<file path="src/rtl/gpu_pixel_writeback_if.sv">
// Pixel-pair input and VRAM burst output bundle for gpu_pixel_writeback.
// The slave modport is the writeback block; master is the compute stage / memory side.
interface gpu_pixel_writeback_if;
  logic         i_pixValid;
  logic         o_pixReady;
  logic [8:0]   i_pixPairX;
  logic [8:0]   i_pixY;
  logic [31:0]  i_write32;
  logic         i_wrL;
  logic         i_wrR;
  logic         i_flush;
  logic         o_idle;
  logic         o_memValid;
  logic [14:0]  o_memAddr;
  logic [255:0] o_memData;
  logic [15:0]  o_memMask;
  logic         i_memAck;

  modport slave (
    input  i_pixValid, i_pixPairX, i_pixY, i_write32, i_wrL, i_wrR, i_flush, i_memAck,
    output o_pixReady, o_idle, o_memValid, o_memAddr, o_memData, o_memMask
  );

  modport master (
    output i_pixValid, i_pixPairX, i_pixY, i_write32, i_wrL, i_wrR, i_flush, i_memAck,
    input  o_pixReady, o_idle, o_memValid, o_memAddr, o_memData, o_memMask
  );
endinterface

</file>
<file path="src/rtl/gpu_pixel_writeback.sv">
// Coalesces pixel pairs into 16-pixel masked VRAM bursts (ACC accumulator -> OUT holding register).
// Optional GPU_WB_IDLE_FLUSH_EN: a partial segment self-flushes after IDLE_TIMEOUT idle cycles.
module gpu_pixel_writeback #(
  parameter int unsigned IDLE_TIMEOUT = 16
) (
  input logic                  clk,
  input logic                  i_rst,
  gpu_pixel_writeback_if.slave bus
);
  typedef enum logic {ST_RUN, ST_DRAIN} state_t;

  state_t       state, stateNext;

  logic [14:0]  accAddr;
  logic [255:0] accData;
  logic [15:0]  accMask;
  logic         accBusy;

  logic [14:0]  outAddr;
  logic [255:0] outData;
  logic [15:0]  outMask;
  logic         outValid;

  logic [14:0]  pairAddr;
  logic         wrAny, outFree, segDiff, ready, fire, wrPair, pushSeg, pushLate, idleHit;
  logic [255:0] mrgData, accNData;
  logic [15:0]  mrgMask, accNMask;
  logic [14:0]  accNAddr;
  logic         accNBusy;

  if (IDLE_TIMEOUT == 0) begin : gBadTimeout
    $error("IDLE_TIMEOUT must be nonzero");
  end

  always_comb begin
    pairAddr = {bus.i_pixY, bus.i_pixPairX[8:3]};
    wrAny    = bus.i_wrL || bus.i_wrR;
    outFree  = !outValid || bus.i_memAck;
    segDiff  = accBusy && (accAddr != pairAddr);
    // Only a pair that would evict ACC into a blocked OUT is back-pressured.
    ready    = !i_rst && (state == ST_RUN) && !(wrAny && segDiff && !outFree);
    fire     = bus.i_pixValid && ready;
    wrPair   = fire && wrAny;
    pushSeg  = wrPair && segDiff;
  end

  // Merged view of ACC after this cycle's pair; a segment change starts from an empty slate.
  always_comb begin
    mrgData = (accBusy && !segDiff) ? accData : '0;
    mrgMask = (accBusy && !segDiff) ? accMask : '0;
    if (bus.i_wrL) begin
      mrgData[{bus.i_pixPairX[2:0], 5'd0} +: 16] = bus.i_write32[15:0];
      mrgMask[{bus.i_pixPairX[2:0], 1'b0}]       = 1'b1;
    end
    if (bus.i_wrR) begin
      mrgData[{bus.i_pixPairX[2:0], 5'd16} +: 16] = bus.i_write32[31:16];
      mrgMask[{bus.i_pixPairX[2:0], 1'b1}]        = 1'b1;
    end
    accNAddr = wrPair ? pairAddr : accAddr;
    accNData = wrPair ? mrgData  : accData;
    accNMask = wrPair ? mrgMask  : accMask;
    accNBusy = accBusy || wrPair;
    pushLate = !pushSeg && accNBusy && outFree &&
               ((accNMask == '1) || (state == ST_DRAIN) || idleHit);
  end

`ifdef GPU_WB_IDLE_FLUSH_EN
  localparam int unsigned CntW = $clog2(IDLE_TIMEOUT + 1);
  logic [CntW-1:0] idleCnt;

  always_ff @(posedge clk) begin
    if (i_rst)                idleCnt <= '0;
    else if (fire)            idleCnt <= CntW'(IDLE_TIMEOUT);
    else if (idleCnt != '0)   idleCnt <= idleCnt - 1'b1;
  end

  assign idleHit = accBusy && !fire && (idleCnt == '0);
`else
  assign idleHit = 1'b0;
`endif

  always_comb begin
    stateNext = state;
    case (state)
      ST_RUN:   if (bus.i_flush && (accNBusy || outValid)) stateNext = ST_DRAIN;
      ST_DRAIN: if (!accBusy && !outValid)                 stateNext = ST_RUN;
      default:  stateNext = ST_RUN;
    endcase
  end

  always_ff @(posedge clk) begin
    if (i_rst) state <= ST_RUN;
    else       state <= stateNext;
  end

  always_ff @(posedge clk) begin
    if (i_rst) begin
      accAddr <= '0;
      accData <= '0;
      accMask <= '0;
      accBusy <= 1'b0;
    end else if (pushLate) begin
      accMask <= '0;
      accBusy <= 1'b0;
    end else if (wrPair) begin
      accAddr <= pairAddr;
      accData <= mrgData;
      accMask <= mrgMask;
      accBusy <= 1'b1;
    end
  end

  always_ff @(posedge clk) begin
    if (i_rst) begin
      outAddr  <= '0;
      outData  <= '0;
      outMask  <= '0;
      outValid <= 1'b0;
    end else if (pushSeg) begin
      outAddr  <= accAddr;
      outData  <= accData;
      outMask  <= accMask;
      outValid <= 1'b1;
    end else if (pushLate) begin
      outAddr  <= accNAddr;
      outData  <= accNData;
      outMask  <= accNMask;
      outValid <= 1'b1;
    end else if (bus.i_memAck) begin
      outValid <= 1'b0;
    end
  end

  assign bus.o_pixReady = ready;
  assign bus.o_idle     = !accBusy && !outValid && (state == ST_RUN);
  assign bus.o_memValid = outValid;
  assign bus.o_memAddr  = outAddr;
  assign bus.o_memData  = outData;
  assign bus.o_memMask  = outMask;
endmodule
</file>
<file path="src/flat_wrapper.sv">
// flat-port wrapper written by rule: the top's interface ports become plain ports
module gpu_pixel_writeback_flat 
#(
  parameter int unsigned IDLE_TIMEOUT = 16
)
  (clk, i_rst, bus_i_pixValid, bus_i_pixPairX, bus_i_pixY, bus_i_write32, bus_i_wrL, bus_i_wrR, bus_i_flush, bus_i_memAck, bus_o_pixReady, bus_o_idle, bus_o_memValid, bus_o_memAddr, bus_o_memData, bus_o_memMask);
  gpu_pixel_writeback_if bus_i ();
  input logic clk;
  input logic i_rst;
  input wire logic [$bits(bus_i.i_pixValid)-1:0] bus_i_pixValid;
  input wire logic [$bits(bus_i.i_pixPairX)-1:0] bus_i_pixPairX;
  input wire logic [$bits(bus_i.i_pixY)-1:0] bus_i_pixY;
  input wire logic [$bits(bus_i.i_write32)-1:0] bus_i_write32;
  input wire logic [$bits(bus_i.i_wrL)-1:0] bus_i_wrL;
  input wire logic [$bits(bus_i.i_wrR)-1:0] bus_i_wrR;
  input wire logic [$bits(bus_i.i_flush)-1:0] bus_i_flush;
  input wire logic [$bits(bus_i.i_memAck)-1:0] bus_i_memAck;
  output wire logic [$bits(bus_i.o_pixReady)-1:0] bus_o_pixReady;
  output wire logic [$bits(bus_i.o_idle)-1:0] bus_o_idle;
  output wire logic [$bits(bus_i.o_memValid)-1:0] bus_o_memValid;
  output wire logic [$bits(bus_i.o_memAddr)-1:0] bus_o_memAddr;
  output wire logic [$bits(bus_i.o_memData)-1:0] bus_o_memData;
  output wire logic [$bits(bus_i.o_memMask)-1:0] bus_o_memMask;
  assign bus_i.i_pixValid = bus_i_pixValid;
  assign bus_i.i_pixPairX = bus_i_pixPairX;
  assign bus_i.i_pixY = bus_i_pixY;
  assign bus_i.i_write32 = bus_i_write32;
  assign bus_i.i_wrL = bus_i_wrL;
  assign bus_i.i_wrR = bus_i_wrR;
  assign bus_i.i_flush = bus_i_flush;
  assign bus_i.i_memAck = bus_i_memAck;
  assign bus_o_pixReady = bus_i.o_pixReady;
  assign bus_o_idle = bus_i.o_idle;
  assign bus_o_memValid = bus_i.o_memValid;
  assign bus_o_memAddr = bus_i.o_memAddr;
  assign bus_o_memData = bus_i.o_memData;
  assign bus_o_memMask = bus_i.o_memMask;
  gpu_pixel_writeback #(.IDLE_TIMEOUT(IDLE_TIMEOUT)) u_core (.clk(clk), .i_rst(i_rst), .bus(bus_i));
endmodule
</file>
<file path="config.mk">
export PLATFORM = sky130hd
export DESIGN_NAME = gpu_pixel_writeback_flat
export DESIGN_NICKNAME = d
export VERILOG_FILES = /design/src/rtl/gpu_pixel_writeback_if.sv /design/src/rtl/gpu_pixel_writeback.sv /design/src/flat_wrapper.sv
export SDC_FILE = /design/constraint.sdc
export NUM_CORES = 1
export LEC_CHECK = 0
export BUFFER_PORTS_ARGS = -buffer_cell sky130_fd_sc_hd__buf_2
export CAP_MARGIN = 20
export CORE_ASPECT_RATIO = 1.5
export CORE_MARGIN = 1
export CORE_UTILIZATION = 45
export CTS_CLUSTER_SIZE = 8
export DETAILED_ROUTE_END_ITERATION = 10
export GPL_TIMING_DRIVEN = 0
export PLACE_DENSITY = 0.65
export SLEW_MARGIN = 30
export SYNTH_ARGS = -nofsm -noshare
export SYNTH_HDL_FRONTEND = slang
export SYNTH_SLANG_ARGS = --single-unit
</file>
<file path="constraint.sdc">
create_clock -name clk -period 4.4 [get_ports clk]
set_input_delay 0.22 -clock clk [delete_from_list [all_inputs] [get_ports clk]]
set_output_delay 0.22 -clock clk [all_outputs]
set_load 0.03 [all_outputs]
</file>
* Word level (Yosys, flattened, before mapping)
Cells that the tools add are included.
** Word-level totals
- Register bits after elaboration :: 577
- Latch bits :: 0
- RAM bits :: 0
- Memory bits (read-only) :: 0
- Bits of input ports :: 57
- Output and inout bits :: 290
- Word-level logic and storage cells :: 83
- Memories kept :: 0
** Operators by class
- Add/sub/neg operators :: 2
- $mul :: 0
- Divide/modulo/power cells :: 0
- $lt $le $gt $ge :: 4
- Equal/unequal tests :: 2
- Shifts and indexed selects :: 4
- Multiplexer cells :: 27
- Bitwise logic cells :: 3
- Reductions and logical operators :: 32
** Operator list (count)
- 256-bit two-way mux :: 6
- 256-bit bitwise mux :: 2
- 16-bit by 10-bit variable shift with 256-bit output (first input constant) :: 2
- 16-bit by 10-bit indexed part select with 256-bit output :: 2
- 16-bit two-way mux :: 6
- 15-bit two-way mux :: 3
- 8-bit negation with 10-bit output :: 2
- 1-bit logical AND :: 17
- 16-bit == test (second input constant) :: 1
- 16-bit by 15-bit OR with 16-bit output :: 1
- 16-bit OR :: 1
- 15-bit != test :: 1
- 4-bit by 5-bit less-than comparator with 1-bit output (second input constant) :: 2
- 4-bit by 1-bit >= comparator with 1-bit output (second input constant) :: 2
- 1-bit zero test :: 7
- 1-bit two-way mux :: 7
- 1-bit demux with 3-bit select :: 2
- 1-bit logical OR :: 5
- 3-bit nonzero test :: 1
- 1-bit one-hot mux with 2 select lines :: 1
- 2-bit nonzero test :: 1
- 2-bit OR reduction :: 1
- 1-bit inverter :: 1

* Logic depth before layout (Yosys ltp)
- Depth in word-level cells :: 15
- Depth in mapped cells :: 14
- Mapped depth without buffers :: 11

* Worst setup path after synthesis
OpenSTA, ideal clock, no wires.
- Kind :: reg-to-reg
- Start point :: register u_core.state
- End point :: register u_core.outData[90] (netlist: u_core.bus.o_memData[90])
- Library setup time :: 0.132 ns
- Arrival :: 2.896 ns
- Data required time :: 4.268 ns
- Path slack :: 1.372 ns
- Stages on the path, launching flop included :: 13
- Buffers on the path :: 3
- Period minus slack after synthesis :: 3.028 ns
- Path through :: dfxtp_1 -> nor3b_4 -> and2b_1 -> a32oi_1 -> a2111oi_2 -> o21ai_1 -> or4_1 -> o21a_1 -> buf_6 -> buf_2 -> clkbuf_1 -> a222oi_1 -> nor3_1
** Between the ends
- Longest elaborated chain between the ends :: 11
- Elaborated cells on any way between the ends :: 18
- Those cells by class :: 1 x eq/ne; 4 x mux; 1 x bitwise; 12 x reduce/logical
** Ends and longest elaborated chain
- start, declared :: RTL line gpu_pixel_writeback.sv:12 : state_t state, stateNext;
- start signal, assigned :: RTL line gpu_pixel_writeback.sv:93 : else state <= stateNext;
- parallel branches: the longest is 11 deep, another holds 16-bit two-way mux
- end signal, assigned :: RTL line gpu_pixel_writeback.sv:121 : outData <= accData;
- end signal, assigned :: RTL line gpu_pixel_writeback.sv:126 : outData <= accNData;
- end, declared :: RTL line gpu_pixel_writeback.sv:20 : logic [255:0] outData;
Several ways; the timed one is not identified. The select of a mux whose other input is x is not followed.
A chain may end at the register's enable or synchronous reset.

* Final worst setup path
- Start point :: register u_core.state
- End point :: register u_core.outData[136] (netlist: u_core.bus.o_memData[136])
The elaborated chain is that of the path after synthesis.

==> metrics.yaml <==
timing:
  setup_violations: 0
  max_freq_mhz: 239
  finalClockSkew_ns: 0.0194
  fin_crit_ns: 4.19
  worst_pin_slew_ns: 1.05
  rsz0062_at_grt: "true"
  relSlewSlack_pct: 29.8
  fin_crit_sh_pct: 95.3
  whs_ns: 0.0823
  hold_violations: 0
  fin_tns_setup_ns: 0
  drv_slew: 0
logic_synthesis:
  synthFlopType: "dfxtp_1"
  yosys.area_share.simple_pct: 12.3
  mappedNetlistNets: 2420
  synth_cells: 2357
  synth_top_area_share_pct: 50.2
  synth.distinct_cells: 62
  synth_area_per_cell_um2: 9.76
  synth-xor-area-share_pct: 0.571
  synth_top_family_by_area: "compound AO/OA/AOI/OAI gates"
  synth_edf_count: 0
  yosysMostFrequentCell: "dfxtp_1"
  synthAdderAreaFrac_pct: 0.326
  synthTopCellsByArea: "dfxtp_1 (50%), a22oi_1 (7.2%), a22o_1 (6.7%)"
  ys_warn_count: 0
  synth-compound-area-share_pct: 30.6
  ys_seq_area_share_pct: 50.2
  syn_area_um2: 23000
  synth.mux.area_fraction_pct: 0.136
  yosys-top-cells-count: "dfxtp_1 (577), nor3_1 (234), a22oi_1 (222)"
  async_flop_share_pct: 0
  ys_ff_latch: 577
  yosysTopAreaCell: "dfxtp_1"
grt:
  grt-ovfl-total: 0
  antenna_found_initial: 4
  track_usage_pct: 33.2
  grt_pass1_wl_um: 132000
  grt_max_degree: 11
  grt_pass1_vias: 21900
setup_path:
  r2r_cells: 12
  crit_start: "u_core.state"
  crit_path_max_fanout: 11
  ff2ff_setup_slack_ns: 0.21
  cp.required_ns: 4.85
  r2r-end: "u_core.bus.o_memData[136]"
  cp-end-kind: "flop"
  cp.arrival_ns: 4.64
  critPathKind: "reg2reg"
  r2r-start: "u_core.state"
  setup.worst_path.start_class: "flop"
power_and_ir_drop:
  power.switching_mw: 3.13
  intPower_mw: 9.04
  powerDensity_nw_per_um2: 438
  swShare_pct: 25.7
  clockPowerShare_pct: 45.8
  irDropWorstVdd_mv: 0.264
  combPwrFrac_pct: 9.5
  power_leakage_nw: 10.3
  p_seq_share_pct: 44.7
die:
  die_w_um: 187
  rows: 101
  start_util_pct: 45.5
  die_area_um2: 52000
  die_y_um: 279
  io-pin-count: 347
  core_um2: 50500
layout:
  nFillCells: 4691
  design_area_um2: 27800
  syn2layout_area_growth_pct: 20.8
  nNetsFinal: 2834
  drive_gt1_share_pct: 18.9
  post-route-util_pct: 55.0
worst_hold_path:
  hp-class: "in2reg"
  worstHoldStart: "bus_i_memAck"
  hold_path_depth: 3
  holdPathEnd: "u_core.bus.o_memValid"
drt:
  drtPass1Iterations: 8
  vias: 22200
  drc: 0
  drt_iter0_drc: 1867
  viasPerCell: 6.44
  ant_nets: 0
  wl_um: 89400
  wire_per_inst_um: 25.9
clock_tree:
  cts_max_level: 3
  cts_root_buf: "clkbuf_16"
  post_cts_buffers: 0
  clk-insertion-delay-late_ns: 0.60
  clock_sinks: 577
  cts_buffers: 82
  clk_pin_slew_ns: 0.05
  cts_tree: "done"
  clockBufferDepth: 3
status:
  status: "finished clean"
place:
  numPortBuffers: 314
  hpwl_um: 66100
  place_area_um2: 25400
  gp_congestion: 0.963
job:
  drv_cap: 0
[worst max-delay path by stage]
stage | endpoint | slack (ns) | depth (start not counted)
global placement | u_core.bus.o_memData[252] | -0.47 | 13
detailed placement | u_core.bus.o_memData[158] | -0.16 | 12
global route | u_core.bus.o_memData[251] | -0.004 | 10
CTS | u_core.bus.o_memData[157] | 0.12 | 11
finish | u_core.bus.o_memData[136] | 0.21 | 12
floorplan | u_core.bus.o_memData[90] | 1.37 | 12
[routing by layer]
layer / part of all wire [%] / vias up / wire length [um] / track usage [%]
met3: 6.9 / 292 / 6140 / 5.79
met4: 6.6 / 2 / 5950 / 22.6
met5: 0.012 / - / 11 / 0
met1: 35 / 10900 / 31700 / 35.2
li1: - / 9943 / - / -
met2: 51 / 1129 / 45600 / 59.8
[layout make-up]
type | instances | area, um^2 | area share, %
clock inverter | 3 | 26.3 | 0.0946
buffer | 288 | 1260 | 4.53
clock buffer | 86 | 2130 | 7.67
antenna | 6 | 15.0 | 0.0540
inverter | 23 | 86.3 | 0.311
tap | 669 | 837 | 3.01
multi-input combinational | 1469 | 10100 | 36.5
sequential | 577 | 11600 | 41.6
timing repair buffer | 330 | 1730 | 6.23
[registers in the layout, indices dropped and copies added, names as in the netlist]
name and count:
u_core.accBusy 1, u_core.accAddr 15, u_core.bus.o_memData 256, u_core.bus.o_memValid 1
u_core.bus.o_memMask 16, u_core.accMask 16, u_core.state 1, u_core.bus.o_memAddr 15
u_core.accData 256
[metrics by stage]
stage | total power [mW] | setup slack, ns | instances
finish | 12.2 | 0.207 | 3451
global route | 12.5 | -0.00351 | 3445
CTS | 12.2 | 0.125 | 3445
detailed placement | 6.66 | -0.157 | 3340
global placement | 6.64 | -0.465 | 3340
floorplan | 6.25 | 1.37 | 2357
[cells in the final DEF (no fill, tap or decap), types with 33 or more instances in the layout]
| cell type | instances |
|---|---|
| o2bb2ai_1 | 64 |
| nor3_1 | 232 |
| nor2_1 | 163 |
| a22o_1 | 177 |
| nand2_1 | 84 |
| a222oi_1 | 42 |
| dfxtp_1 | 577 |
| clkbuf_1 | 166 |
| a22oi_1 | 222 |
| a211oi_1 | 103 |
| buf_2 | 378 |
| buf_1 | 33 |
| a221oi_1 | 112 |
| clkbuf_16 | 85 |
| a21oi_1 | 36 |
[worst max-delay path: stages (launching register included)]
cell and delay, ns:
dfxtp_1 0.40, nor3b_4 0.42, and2b_1 0.26, a32oi_1 0.17
a2111oi_2 0.44, o21ai_1 0.11, or4_1 0.58, o21a_1 0.23
buf_6 0.16, nand2_1 0.29, clkbuf_2 0.50, buf_2 0.33
a221oi_1 0.13
[repair_timing]
item / CTS / global route
hold endpoints to repair: 16 / 0
gates cloned: 0 / 0
hold buffers: 16 / 0
gates resized for setup: 1 / 8
endpoints found under the setup margin: 28 / 23
[power by group through the flow]
stage | registers, mW | clock network, mW | logic, mW
finish | 5.44 | 5.58 | 1.15
detailed placement | 5.53 | 0 | 1.12
global route | 5.44 | 5.82 | 1.22
CTS | 5.43 | 5.60 | 1.14
global placement | 5.53 | 0 | 1.11
floorplan | 5.72 | 0 | 0.532
[kinds of logic (layout without fill, tap and decap cells)]
group | count (synthesis) | count (layout)
DFF | 577 | 577
adders and majority gates | 6 | 6
xor gates and xnor gates | 15 | 15
buffers and inverters | 311 | 730
AOI/OAI and AO/OA | 857 | 857
other | 0 | 6
and+or+nand+nor | 588 | 588
muxes | 3 | 3
Note: power is estimated with default switching activity, not from simulation.
